===== src/rtl/truth_table_sequencer.sv =====
// Truth-table sequencer: walks a 4-input combinational circuit through all 16
// input vectors and compares the captured responses against a golden table.
module truth_table_sequencer #(
   parameter int unsigned SETTLE   = 1,
   parameter logic [15:0] EXPECTED = 16'h5144
) (
   input  logic        clk,
   input  logic        rst_n,
   input  logic        start,
   input  logic        dut_out,
   output logic        A,
   output logic        B,
   output logic        C,
   output logic        D,
   output logic        busy,
   output logic        done,
   output logic        pass,
   output logic [15:0] signature,
   output logic [4:0]  mismatch_count
);

   typedef enum logic [0:0] {
      ST_IDLE = 1'b0,
      ST_RUN  = 1'b1
   } state_t;

   localparam logic [3:0] SETTLE_L = 4'(SETTLE);

   state_t      state_r;
   logic [3:0]  vec_r;
   logic [3:0]  hold_r;
   logic        busy_r;
   logic        done_r;
   logic        pass_r;
   logic [15:0] sig_r;
   logic [4:0]  mm_r;
   logic [15:0] sig_next_s;
   logic        last_hold_s;

   function automatic logic [4:0] popcount16(input logic [15:0] v);
      logic [4:0] n;
      n = 5'd0;
      for (int i = 0; i < 16; i++) begin
         n = n + {4'd0, v[i]};
      end
      return n;
   endfunction

   // Signature with the current response merged in, so the final verdict sees bit 15.
   always_comb begin
      sig_next_s         = sig_r;
      sig_next_s[vec_r]  = dut_out;
      last_hold_s        = (hold_r == SETTLE_L);
   end

   // Sequencer state, stimulus vector, hold counter and result registers.
   always_ff @(posedge clk) begin
      if (!rst_n) begin
         state_r <= ST_IDLE;
         vec_r   <= 4'd0;
         hold_r  <= 4'd0;
         busy_r  <= 1'b0;
         done_r  <= 1'b0;
         pass_r  <= 1'b0;
         sig_r   <= 16'h0000;
         mm_r    <= 5'd0;
      end else begin
         case (state_r)
            ST_IDLE: begin
               done_r <= 1'b0;
               if (start) begin
                  state_r <= ST_RUN;
                  vec_r   <= 4'd0;
                  hold_r  <= 4'd0;
                  busy_r  <= 1'b1;
                  pass_r  <= 1'b0;
                  sig_r   <= 16'h0000;
                  mm_r    <= 5'd0;
               end else begin
                  state_r <= ST_IDLE;
               end
            end
            ST_RUN: begin
               if (last_hold_s) begin
                  sig_r  <= sig_next_s;
                  hold_r <= 4'd0;
                  if (vec_r == 4'd15) begin
                     // Last vector: verdict is computed from the completed table.
                     state_r <= ST_IDLE;
                     vec_r   <= 4'd0;
                     busy_r  <= 1'b0;
                     done_r  <= 1'b1;
                     pass_r  <= (sig_next_s == EXPECTED);
                     mm_r    <= popcount16(sig_next_s ^ EXPECTED);
                  end else begin
                     vec_r <= vec_r + 4'd1;
                  end
               end else begin
                  hold_r <= hold_r + 4'd1;
               end
            end
            default: begin
               state_r <= ST_IDLE;
               vec_r   <= 4'd0;
               hold_r  <= 4'd0;
               busy_r  <= 1'b0;
               done_r  <= 1'b0;
            end
         endcase
      end
   end

   assign A              = vec_r[3];
   assign B              = vec_r[2];
   assign C              = vec_r[1];
   assign D              = vec_r[0];
   assign busy           = busy_r;
   assign done           = done_r;
   assign pass           = pass_r;
   assign signature      = sig_r;
   assign mismatch_count = mm_r;

endmodule


===== config.mk =====
export PLATFORM = sky130hd
export DESIGN_NAME = truth_table_sequencer
export DESIGN_NICKNAME = d
export VERILOG_FILES = /design/src/rtl/truth_table_sequencer.sv
export SDC_FILE = /design/constraint.sdc
export NUM_CORES = 1
export LEC_CHECK = 0
export CORE_MARGIN = 3
export CORE_UTILIZATION = 35
export DETAILED_ROUTE_END_ITERATION = 10
export GPL_TIMING_DRIVEN = 0
export PLACE_DENSITY = 0.62
export SETUP_SLACK_MARGIN = 0.2
export SYNTH_ARGS = -nofsm -noshare
export SYNTH_HDL_FRONTEND = slang
export SYNTH_SLANG_ARGS = --single-unit

===== constraint.sdc =====
create_clock -name clk -period 10 [get_ports clk]
set_input_delay 2 -clock clk [delete_from_list [all_inputs] [get_ports clk]]
set_output_delay 2 -clock clk [all_outputs]
set_load 0.02 [all_outputs]

==> impl_metrics.ini <==
[outcome]
run_status = complete, no violations

[grt]
grt_first_pass_wirelength_um = 8004
gr-total-overflow = 0
grt_antenna_before_repair = 0
grt_pass1_vias = 1633
grt_util_all_layers_pct = 15.46
grt_start_max_net_pins = 11

[synthesis]
netlist_area_um2 = 2022
yosys.area_share.simple_pct = 20.05
main_combinational_cell_family_by_area_after_synthesis = simple AND/OR/NAND/NOR gates
share_of_the_yosys_chip_area_belonging_to_registers_pct = 32.67
synth_compound_gate_area_share_pct = 12.87
edff_count_synth = 0
synth-main-ff-cell = dfxtp_1
syn-num-nets = 251
synthAdderAreaFrac_pct = 17.33
synth.distinct_cells = 41
post_synthesis_cell_count = 225
synth.ff_latch_count = 33
synth-xor-area-share_pct = 1.733
synthMuxAreaShare_pct = 8.478
async_reset_ff_share_pct = 0
ys.warnings.count = 0
postSynthAreaPerCell_um2 = 8.986

[power_and_ir_drop]
total_power_mw = 0.2703
power.density_cell_area_nw_per_um2 = 107.9
peakVddDrop_mv = 0.04917
p_leak_nw = 1.088

[timing]
finalHoldViolCount = 0
period_needed_ns = 6.250
worst_clock_skew_ns = 0.006791
timing.final.crit_share_pct = 62.50
worst_hold_slack_ns = 0.4656
layout_setup_ws_ns = 3.750
final_count_of_pins_violating_max_slew = 0
report.final.setup_viol = 0
worstMarginPinSlew_ns = 0.7371
maxSlewHeadroom_pct = 50.42
fin_setup_tns_ns = 0
fmaxAchievable_mhz = 160.0
grt_setup_unrepaired = no

[route]
drtAntennaViolNets = 0
detailroute.via_count = 1673
initialDrtViolationCount = 76
wl_um = 4701
drc = 0
detail_routed_via_count_per_cell = 4.979
route.detailed.wl_per_inst_um = 13.99
first_pass_iters = 4

[critical_path]
critical_path_class = primary input to flip-flop
worstPathMaxFanout = 10
timing.reg2reg.worst_path_depth = 16
worst-r2r-setup-slack_ns = 5.27
cp_common_cell = fa_1
worstPathArrival_ns = 6.43
critical_path_buf_inv_count = 5
critical-path-top-delay-family = adder cells
slowest_stage = clkdlybuf4s50_1
worstPathCellList = clkdlybuf4s50_1 > buf_2 > mux2i_1 > inv_1 > fa_1 > inv_1 > fa_1 > fa_1 > fa_1 > inv_1 > ha_1 > fa_1 > a21o_1 > a32oi_1 > nor2b_1
worst_r2r_startpoint = vec_r[0]$_SDFFE_PN0P_
critical_path_required_ns = 10.18
kind_of_start_point_of_the_critical_path = primary input
worst_r2r_endpoint = mismatch_count[4]$_SDFFE_PN0P_
max_stage_delay_ns = 0.54
critPathCaptureType = flip-flop

[clock_network]
root_buf_cell = clkbuf_8
clk_transition_reported_paths_ns = 0.07
cts_setup_buffers = 0
cts_resized = 0
cts.sinks = 33
clock_tree.htree_level_count = 2
clkLatencyLatePin_ns = 0.29
clock_tree.buffer_depth = 2
cts_buffers = 5
post_cts_hold_buffer_count = 0
tritoncts = yes

[min_path]
hold_start = pass$_SDFFE_PN0P_
worst_hold_path_type = flip-flop to flip-flop
hold_path_end = pass$_SDFFE_PN0P_
min_path_cells = 2

[finish]
insertedDiodeCount = 0
layout.filler_cells = 584
synthToLayoutAreaGrowth_pct = 23.89
finish.net_count = 289
finalNonFillerCells = 336
post_route_cells_drive_above_1_share_pct = 6.061

[placement]
dp.cells = 328
portBuffers = 31
place_ws_ns = 3.449
dpl.hpwl_um = 3615
finalWeightedCongestion = 0.7918

[floorplan]
total_core_area_um2 = 5540
die_width_um = 82.01
io-pin-count = 32
fp-row-count = 27
die_height_um = 82.01
design.die.area_um2 = 6725
initial_utilization_pct = 36.50

[job]
cap_viol_max_count = 0
==> where the power goes <==
group	internal, mW	switching, mW	total (mW)
logic	0.0155	0.0226	0.0381
clock network	0.0482	0.0492	0.0974
registers	0.133	0.00181	0.135
total	0.197	0.0736	0.270
==> metal layers <==
metal | GRT usage, % | share of wire [%]
met1 | 22.34 | 51
met5 | 0 | 0
met3 | 3.618 | 4.5
met2 | 22.46 | 43
met4 | 4.983 | 1.3
==> cells by family (layout without fill, tap and decap cells) <==
group / Yosys count / count (layout)
compound gates: 42 / 42
xor+xnor: 4 / 4
fa+ha+maj: 22 / 22
buf+inv: 32 / 71
flops: 33 / 33
mux: 17 / 17
simple gates: 75 / 75
==> final cells by class <==
type	count	area [um2]	area share, %
multi-input cells	160	1222	48.80
flip-flops and latches	33	660.6	26.37
clock inverters	2	10.01	0.3996
repair buffers	31	310.3	12.39
clock buffers	6	72.57	2.897
well taps	72	90.09	3.596
plain buffers	11	60.06	2.398
inverters	21	78.83	3.147
==> state kept, by name, summed over array words and instances (netlist names) <==
name	flops
mismatch_count	5
vec_r	4
signature	16
done	1
state_r	1
hold_r	4
busy	1
pass	1
==> Yosys cell counts, types with 4 or more instances <==
cell type / instances / area share [%]
a21oi_1: 9 / 2.2
clkbuf_1: 4 / 0.74
dfxtp_1: 33 / 33
fa_1: 10 / 9.9
ha_1: 12 / 7.4
inv_1: 21 / 3.9
mux2i_1: 16 / 7.9
nand2_1: 26 / 4.8
nand3_1: 10 / 2.5
nand3b_1: 4 / 1.5
nor2_1: 7 / 1.3
nor2b_1: 8 / 2.5
nor3b_1: 5 / 1.9
o21ai_0: 17 / 4.2
==> cells in the final DEF (no fill, tap or decap), drive strengths merged, types with 3 or more instances in the layout <==
cell type and count:
and3 4, nand3 10, a22oi 3, nand2 26, o21ai 17, nand3b 5, a21o 3, xnor2 3
nor3b 5, fa 10, mux2i 16, nor2b 8, a21oi 9, clkdlybuf4s50 31, nor2 7, clkbuf 10
ha 12, inv 21, buf 7, dfxtp 33
==> worst min-delay path, delay by kind of cell (launching register included) <==
family	cells	cell delay (ns)
flip-flops	1	0.32
AND/OR/NAND/NOR	1	0.05
AO/OA/AOI/OAI	1	0.05
==> worst max-delay path by stage <==
stage / cells past startpoint / end / start
2_1_floorplan: 14 / mismatch_count[4]$_SDFFE_PN0P_ / dut_out
3_3_place_gp: 15 / mismatch_count[4]$_SDFFE_PN0P_ / dut_out
3_5_place_dp: 15 / mismatch_count[4]$_SDFFE_PN0P_ / dut_out
4_1_cts: 15 / mismatch_count[4]$_SDFFE_PN0P_ / dut_out
5_1_grt: 15 / mismatch_count[4]$_SDFFE_PN0P_ / dut_out
6_report: 15 / mismatch_count[4]$_SDFFE_PN0P_ / dut_out
==> through the flow <==
step                area (um2)  utilization, %
floorplan                 2022               -
global placement          2422           43.72
detailed placement        2422           43.72
CTS                       2505           45.21
global route              2505           45.21
finish                    2505           45.21
(Power assumes the default switching activity.)
